$ cat config.mk
export PLATFORM = sky130hd
export DESIGN_NAME = pipe_hazard_ctrl
export DESIGN_NICKNAME = d
export VERILOG_FILES = /design/src/rtl/cpu_pkg.sv /design/src/rtl/hz_mem_wait_fsm.sv /design/src/rtl/pipe_hazard_ctrl.sv
export SDC_FILE = /design/constraint.sdc
export NUM_CORES = 1
export LEC_CHECK = 0
export CAP_MARGIN = 20
export CORE_MARGIN = 2
export CORE_UTILIZATION = 30
export CTS_CLUSTER_DIAMETER = 60
export DETAILED_ROUTE_END_ITERATION = 8
export DONT_BUFFER_PORTS = 1
export PLACE_DENSITY = 0.5
export REMOVE_ABC_BUFFERS = 1
export SYNTH_ARGS = -nofsm -noshare
export SYNTH_HDL_FRONTEND = slang
export SYNTH_SLANG_ARGS = --single-unit
$ cat constraint.sdc
create_clock -name clk_i -period 3.1 [get_ports clk_i]
set_input_delay 0.62 -clock clk_i [delete_from_list [all_inputs] [get_ports clk_i]]
set_output_delay 0.62 -clock clk_i [all_outputs]
set_load 0.01 [all_outputs]
$ cat src/rtl/cpu_pkg.sv
`default_nettype none
// ============================================================================
// Package : cpu_pkg
// Shared writeback-select encodings and hazard-sequencer state type.
// Rev 1.0 : initial release
// ============================================================================
package cpu_pkg;

  localparam logic [1:0] WB_MEM = 2'd0;
  localparam logic [1:0] WB_ALU = 2'd1;
  localparam logic [1:0] WB_PC4 = 2'd2;

  typedef enum logic [1:0] {
    RUN        = 2'd0,
    WAIT_CACHE = 2'd1,
    WAIT_DMA   = 2'd2,
    ERR        = 2'd3
  } hz_state_e;

endpackage : cpu_pkg
`default_nettype wire

$ cat src/rtl/hz_mem_wait_fsm.sv
`default_nettype none
// ============================================================================
// Module : hz_mem_wait_fsm
// Tracks outstanding cache/DMA accesses with a timeout; raises mem_stall/err.
// Rev 1.0 : initial release
// ============================================================================
module hz_mem_wait_fsm
  import cpu_pkg::*;
#(
  parameter int MEM_TIMEOUT = 256
) (
  input  logic clk_i,
  input  logic rst_ni,
  input  logic req_cache_i,
  input  logic req_dma_i,
  input  logic cache_ready_i,
  input  logic dma_ready_i,
  output logic mem_stall_o,
  output logic err_o
);

  localparam int c_tw = $clog2(MEM_TIMEOUT + 1);
  localparam logic [c_tw-1:0] c_tlast = c_tw'(MEM_TIMEOUT - 1);

  hz_state_e       r_state;
  logic [c_tw-1:0] r_tcnt;
  logic            r_err;
  logic            w_cache_miss;
  logic            w_dma_miss;
  logic            w_wait_ready;
  logic            w_stall;

  assign w_cache_miss = req_cache_i & ~cache_ready_i;
  assign w_dma_miss   = req_dma_i & ~dma_ready_i;
  assign w_wait_ready = (r_state == WAIT_CACHE) ? cache_ready_i : dma_ready_i;

  // Stall is combinational so a miss freezes the pipe in the very cycle it appears.
  always_comb begin
    w_stall = 1'b1;
    case (r_state)
      RUN:        w_stall = w_cache_miss | w_dma_miss;
      WAIT_CACHE: w_stall = ~cache_ready_i;
      WAIT_DMA:   w_stall = ~dma_ready_i;
      default:    w_stall = 1'b1;
    endcase
  end

  always_ff @(posedge clk_i) begin
    if (!rst_ni) begin
      r_state <= RUN;
      r_tcnt  <= '0;
      r_err   <= 1'b0;
    end else begin
      case (r_state)
        RUN: begin
          if (w_cache_miss) begin
            r_state <= WAIT_CACHE;
            r_tcnt  <= '0;
          end else if (w_dma_miss) begin
            r_state <= WAIT_DMA;
            r_tcnt  <= '0;
          end
        end
        WAIT_CACHE, WAIT_DMA: begin
          if (w_wait_ready) begin
            r_state <= RUN;
          end else if (r_tcnt == c_tlast) begin
            r_state <= ERR;
            r_err   <= 1'b1;
          end else begin
            r_tcnt <= r_tcnt + 1'b1;
          end
        end
        default: r_state <= ERR;
      endcase
    end
  end

  assign mem_stall_o = w_stall;
  assign err_o       = r_err;

endmodule : hz_mem_wait_fsm
`default_nettype wire

$ cat src/rtl/pipe_hazard_ctrl.sv
`default_nettype none
// ============================================================================
// Module : pipe_hazard_ctrl
// Stall/flush sequencer for the 5-stage pipeline: load-use, branch, memory wait.
// Rev 1.0 : initial release
// ============================================================================
module pipe_hazard_ctrl
  import cpu_pkg::*;
#(
  parameter int MEM_TIMEOUT = 256,
  parameter int CNT_W       = 32
) (
  input  logic             clk_i,
  input  logic             rst_ni,
  input  logic [4:0]       rs1_d_i,
  input  logic [4:0]       rs2_d_i,
  input  logic [4:0]       rsW_ex_i,
  input  logic             RegWEn_ex_i,
  input  logic [1:0]       WBSel_ex_i,
  input  logic             br_taken_ex_i,
  input  logic             req_cache_mem_i,
  input  logic             req_dma_mem_i,
  input  logic             cache_ready_i,
  input  logic             dma_ready_i,
  output logic             en_f_o,
  output logic             en_d_o,
  output logic             rst_d_o,
  output logic             en_ex_o,
  output logic             rst_ex_o,
  output logic             en_mem_o,
  output logic             err_o,
  output logic [CNT_W-1:0] stall_cnt_o
);

  logic             w_mem_stall;
  logic             w_load_use;
  logic [CNT_W-1:0] r_stall_cnt;

  hz_mem_wait_fsm #(
    .MEM_TIMEOUT (MEM_TIMEOUT)
  ) u_mem_wait (
    .clk_i         (clk_i),
    .rst_ni        (rst_ni),
    .req_cache_i   (req_cache_mem_i),
    .req_dma_i     (req_dma_mem_i),
    .cache_ready_i (cache_ready_i),
    .dma_ready_i   (dma_ready_i),
    .mem_stall_o   (w_mem_stall),
    .err_o         (err_o)
  );

  assign w_load_use = RegWEn_ex_i & (WBSel_ex_i == WB_MEM) & (rsW_ex_i != 5'd0) &
                      ((rsW_ex_i == rs1_d_i) | (rsW_ex_i == rs2_d_i));

  // A taken branch squashes the dependent instruction, so it outranks load-use.
  always_comb begin
    en_f_o   = 1'b0;
    en_d_o   = 1'b0;
    rst_d_o  = 1'b0;
    en_ex_o  = 1'b0;
    rst_ex_o = 1'b0;
    en_mem_o = 1'b0;
    if (rst_ni && !w_mem_stall) begin
      if (br_taken_ex_i) begin
        en_f_o   = 1'b1;
        en_d_o   = 1'b1;
        rst_d_o  = 1'b1;
        en_ex_o  = 1'b1;
        rst_ex_o = 1'b1;
        en_mem_o = 1'b1;
      end else if (w_load_use) begin
        en_ex_o  = 1'b1;
        rst_ex_o = 1'b1;
        en_mem_o = 1'b1;
      end else begin
        en_f_o   = 1'b1;
        en_d_o   = 1'b1;
        en_ex_o  = 1'b1;
        en_mem_o = 1'b1;
      end
    end
  end

  always_ff @(posedge clk_i) begin
    if (!rst_ni) begin
      r_stall_cnt <= '0;
    end else if (!en_f_o && (r_stall_cnt != {CNT_W{1'b1}})) begin
      r_stall_cnt <= r_stall_cnt + 1'b1;
    end
  end

  assign stall_cnt_o = r_stall_cnt;

endmodule : pipe_hazard_ctrl
`default_nettype wire
==> results of run 1 <==
[kinds of logic after synthesis]
| kind of cell | share of synthesized area |
|---|---|
| compound gates | 0.184 |
| flops | 0.326 |
| mux | 0.0222 |
| xor+xnor | 0.0551 |
| fa+ha+maj | 0.0324 |
| simple gates | 0.320 |
| buf+inv | 0.0611 |
[layout make-up]
type                       count  area, um^2  area share
multi-input combinational    251        1660       0.584
sequential                    44         881       0.310
tap                          108         135      0.0476
clock buffer                   7        86.3      0.0304
timing repair buffer           5        37.5      0.0132
inverter                       9        33.8      0.0119
clock inverter                 1        7.51     0.00264
[cell usage in the layout, fill, tap and decap left out, types with 5 or more instances in the layout]
cell	count
xor2_1	16
o31ai_1	17
buf_4	5
clkbuf_8	6
a21oi_1	24
nand2b_1	9
inv_1	9
dfxtp_1	44
nor4_1	5
nand3_1	21
nand4_1	12
and3_1	7
ha_1	7
mux2i_1	6
nand2_1	29
nor3_1	6
nor2_1	20
or4_1	17
[cells in the mapped netlist (5+ instances only)]
library cell and number:
nor2_1 20, ha_1 7, buf_4 6, mux2i_1 6
o31ai_1 17, clkbuf_1 5, buf_6 6, nand3_1 21
xor2_1 16, and3_1 7, nand4_1 12, dfxtp_1 44
a21oi_1 24, nand2b_1 9, inv_1 9, nor3_1 6
nand2_1 29, nor4_1 5, or4_1 17
[through the flow]
stage | util | hold slack, ns
after floorplan | - | 0.449
after global routing | 0.326 | 0.415
after CTS | 0.326 | 0.423
after global placement | 0.315 | 0.466
after detailed placement | 0.315 | 0.471
final | 0.326 | 0.438
[layer usage]
metal | wire length, um | global-route usage
met5 | 0 | 0
met4 | 80 | 0.0400
met3 | 436 | 0.0454
met2 | 3130 | 0.224
met1 | 2930 | 0.162
[power by group]
| part | switching (mW) | internal (mW) | leakage [nW] |
|---|---|---|---|
| registers | 0.0455 | 0.601 | 0.355 |
| clock network | 0.203 | 0.182 | 0.0445 |
| logic | 0.404 | 0.208 | 0.517 |
| total | 0.653 | 0.991 | 0.916 |
[worst paths after layout]
path,from,to,slack (ns),cells after the start
worst max register to register,u_mem_wait.r_tcnt[0]$_SDFFE_PN0P_,u_mem_wait.r_tcnt[5]$_SDFFE_PN0P_,0.75,9
worst min register to register,u_mem_wait.r_tcnt[1]$_SDFFE_PN0P_,u_mem_wait.r_tcnt[1]$_SDFFE_PN0P_,0.49,2
worst min-delay path,rst_ni,stall_cnt_o[14]$_SDFFE_PN0P_,0.44,1
worst max-delay path,u_mem_wait.r_state[1]$_SDFFE_PN0P_,en_d_o,0.41,5
[registers in the layout, summed over array words and instances, names as in the netlist]
register            cells
u_mem_wait.r_tcnt       9
u_mem_wait.err_o        1
stall_cnt_o            32
u_mem_wait.r_state      2
==> impl_metrics.tcl, run 1 <==
set metrics [dict create \
    outcome "completed" \
    numPortBuffers 0 \
    async_flop_share 0 \
    avgSynthCellArea_um2 8.42 \
    synth_top_cell_by_area "dfxtp_1" \
    grt_overflow_total 0 \
    cts_tree "built" \
    pin_count 64 \
    avgViaCountPerCell 5.59 \
    grt_max_degree 49 \
    drtAntennaViolNets 0 \
    synth_area_leaders "dfxtp_1, xor2_1, o31ai_1, or4_1, a21oi_1" \
    die_w_um 98.9 \
    placed_area_mm2 0.00275 \
    clk_pin_slew_ns 0.09 \
    netlist_area_mm2 0.00270 \
    cts-htree-levels 2 \
    clk_path_buf_depth 2 \
    cts_setup_buffers 0 \
    rsz0062_at_grt "false" \
    cp.arrival_ns 2.07 \
    n_fill_cell 925 \
    fmax_ghz 0.372 \
    cts_resized 0 \
    finalClockSkew_ns 0.0140 \
    hold_viol 0 \
    power_leakage_nw 0.916 \
    antenna_cells 0 \
    stdcell_count 425 \
    setup_slack_ns 0.409 \
    dp_slack_ns 0.703 \
    dr.pass1.iters 4 \
    slew_violations 0 \
    worst_pin_slew_ns 0.654 \
    drive_above_1_share 0.0757 \
    ys.flop_type "dfxtp_1" \
    clk_latency_ns 0.30 \
    syn_inst 321 \
    hpwl_um 4700 \
    die_y_um 98.9 \
    worstPathRequired_ns 2.48 \
    crit_type "register to output pin" \
    drtIter0Drc 119 \
    period_share 0.868 \
    syn2layout_area_growth_pct 5.00 \
    crit_family "compound AO/OA/AOI/OAI gates" \
    slew_headroom 0.561 \
    postCtsHoldBufs 0 \
    grt_util_all_layers 0.134 \
    drc 0 \
    place_congestion 0.772 \
    crit_chain "inv_1 -> ha_1 -> a2111oi_2 -> and2_4 -> o21a_1" \
    num_vias 2376 \
    cp-start-kind "register" \
    critPathBufInv 1 \
    finalInstanceArea_mm2 0.00284 \
    yosysSeqAreaShare 0.326 \
    ys_seq_elements 44 \
    cp_slowest_cell "a2111oi_2" \
    p_total_mw 1.64 \
    critPathMaxStageDelay_ns 0.44 \
    finalNetCount 348 \
    cts_buffers 5 \
    end_kind "output pin" \
    clock-sinks 44 \
    setup_viol_count_final 0 \
    rows 34 \
    cp_max_fo 6 \
    yosysUniqueCellTypes 47 \
    hold_path.class "primary input to register" \
    die_area_mm2 0.00979 \
    wire_per_inst_um 15.5 \
    antenna_found_initial 0 \
    start_util 0.310 \
    grt_pass1_wl_um 10800 \
    finalSetupTns_ns 0 \
    routed_wl_um 6580 \
    clockRootBuffer "clkbuf_8" \
    cap_violations 0 \
    power_density_mw_per_mm2 579 \
    finalCriticalPeriod_ns 2.69 \
    yosysWarningCount 0 \
    ir_worst_vdd_uv 228 \
    dp.cells 417 \
    synth_top_area_share 0.326 \
    grt_pass1_vias 2194 \
    synth_edf_count 0 \
    coreArea_mm2 0.00872 \
]
(Power assumes the default switching activity.)
==> inputs of run 2 (changes only) <==
Settings changed: PLACE_DENSITY 0.5 to not set.
Clock period 3.1 ns to 2.16 ns, I/O delays scaled along.
==> run 2 against run 1 <==
- the run now ends with negative setup slack left
- clock skew down 0.0050 ns
- via count up 6.5%
- hold slack worse by 0.19 ns
- die area stayed put
- critical endpoint is now rst_ex_o
- largest cell class unchanged
==> impl_metrics.tcl, run 2 (synthesis gave the netlist of run 1 again) <==
set metrics [dict create \
    outcome "finished, violations left" \
    violations "negative setup slack" \
    syn2layout_area_growth_pct 20.8 \
    clock-sinks 44 \
    hold_path.class "primary input to register" \
    slew_headroom 0.776 \
    place_congestion 0.752 \
    power_density_mw_per_mm2 845 \
    hold_viol 0 \
    cts_tree "built" \
    drc 0 \
    end_kind "output pin" \
    grt_pass1_wl_um 11700 \
    rows 34 \
    hpwl_um 5010 \
    routed_wl_um 7140 \
    cp_slowest_cell "dfxtp_4" \
    wire_per_inst_um 15.6 \
    setup_viol_count_final 1 \
    regArea_um2 888 \
    crit_type "register to output pin" \
    busiest_layer "met2" \
    holdPathStages 1 \
    worstPathRequired_ns 1.73 \
    die_y_um 98.9 \
    finalClockSkew_ns 0.00902 \
    largest_reg_flops 32 \
    grt_overflow_total 0 \
    r2r-start "u_mem_wait.r_state[0]$_SDFFE_PN0P_" \
    dr.pass1.iters 4 \
    numPortBuffers 0 \
    holdCritStartpoint "rst_ni" \
    placed_area_mm2 0.00299 \
    pin_count 64 \
    clk_latency_ns 0.30 \
    dp_slack_ns 0.0673 \
    met1_usage 0.179 \
    start_util 0.310 \
    critPathMaxStageDelay_ns 0.37 \
    power_leakage_nw 1.14 \
    avgViaCountPerCell 5.51 \
    antenna_found_initial 0 \
    min_to "stall_cnt_o[14]$_SDFFE_PN0P_" \
    whs_ns 0.249 \
    grt_pass1_vias 2366 \
    final_common_cell "dfxtp_1" \
    postCtsHoldBufs 0 \
    antenna_cells 0 \
    rsz0062_at_grt "true" \
    cp.arrival_ns 1.74 \
    clockRootBuffer "clkbuf_8" \
    reg2reg_depth 8 \
    globalRouteMet3Util 0.0603 \
    r2r-end "stall_cnt_o[12]$_SDFFE_PN0P_" \
    setup_slack_ns -0.0155 \
    cp-start-kind "register" \
    worst_pin_slew_ns 0.332 \
    period_share 1.01 \
    fmax_ghz 0.460 \
    met2_usage 0.234 \
    drtIter0Drc 103 \
    finalCriticalPeriod_ns 2.18 \
    num_vias 2530 \
    clk_pin_slew_ns 0.09 \
    die_area_mm2 0.00979 \
    grt_util_all_layers 0.145 \
    finalNetCount 383 \
    slew_violations 0 \
    multiInputGateArea_mm2 0.00176 \
    n_fill_cell 877 \
    reg2reg_setup_slack_ns 0.10 \
    final_cell_mix "dfxtp_1, buf_4, nand2_1" \
    drive_above_1_share 0.228 \
    die_w_um 98.9 \
    finalSetupTns_ns -0.0155 \
    drtAntennaViolNets 0 \
    finalInstanceArea_mm2 0.00327 \
    coreArea_mm2 0.00872 \
    grt_max_degree 25 \
    cp_max_fo 4 \
    ir_worst_vdd_uv 334 \
    cap_violations 0 \
    crit_chain "ha_2 -> a2111oi_4 -> and2_4 -> buf_6 -> o21a_1" \
    cts-htree-levels 2 \
    cts_buffers 5 \
    clk_path_buf_depth 2 \
]
## run 2: changes by cell type in the layout (fill, tap and decap cells not counted), moves of 3 or more
cell	delta
inv_1	-3
ha_1	-5
ha_2	+3
inv_2	+3
buf_6	+3
dfxtp_2	+3
buf_4	+27
dfxtp_1	-4
buf_12	+3
## run 2: area by class of cell
type,instances,share of cell area
multi-input combinational,251,0.538
clock inverter,2,0.00383
timing repair buffer,40,0.114
inverter,9,0.0103
clock buffer,5,0.0211
sequential,44,0.272
tap,108,0.0414
## run 2: what timing repair did
action,4_1_cts,5_1_grt
setup buffers,2,4
gates resized for setup,16,16
endpoints found under the setup margin,6,22
gates cloned,1,1
pin swaps,2,6
## run 2: worst max-delay path by stage
stage / from / end / cells after the start
after CTS: u_mem_wait.r_state[0]$_SDFFE_PN0P_ / rst_ex_o / 5
after global routing: u_mem_wait.r_state[0]$_SDFFE_PN0P_ / rst_ex_o / 7
after detailed placement: u_mem_wait.r_state[1]$_SDFFE_PN0P_ / en_f_o / 6
final: u_mem_wait.r_state[0]$_SDFFE_PN0P_ / rst_ex_o / 5
after floorplan: u_mem_wait.r_tcnt[0]$_SDFFE_PN0P_ / u_mem_wait.r_tcnt[5]$_SDFFE_PN0P_ / 10
after global placement: u_mem_wait.r_tcnt[0]$_SDFFE_PN0P_ / u_mem_wait.r_tcnt[4]$_SDFFE_PN0P_ / 11
## run 2: report_power, final
part           switching, mW  internal [mW]  total, mW  leakage [nW]
Clock                  0.285          0.219      0.504        0.0400
Combinational          0.691          0.635       1.33         0.744
Sequential            0.0545          0.873      0.928         0.357
## run 2: worst max-delay path: cells and delay by family (launching register included)
family | cells | cell delay, ns
AOI/OAI and AO/OA | 2 | 0.52
and+or+nand+nor | 1 | 0.21
buffers and inverters | 1 | 0.12
adders and majority gates | 1 | 0.22
DFF | 1 | 0.37
## run 2: layer usage
| metal | routed length (um) | share of wire |
|---|---|---|
| met4 | 53 | 0.0074 |
| met5 | 0 | 0 |
| met3 | 561 | 0.079 |
| met1 | 3120 | 0.44 |
| met2 | 3410 | 0.48 |
## run 2: stage by stage
stage / power [mW] / util / std cells
floorplan: 1.57 / - / 304
global placement: 1.98 / 0.343 / 445
detailed placement: 2.00 / 0.343 / 445
CTS: 2.67 / 0.365 / 455
global route: 2.95 / 0.374 / 459
finish: 2.76 / 0.374 / 459
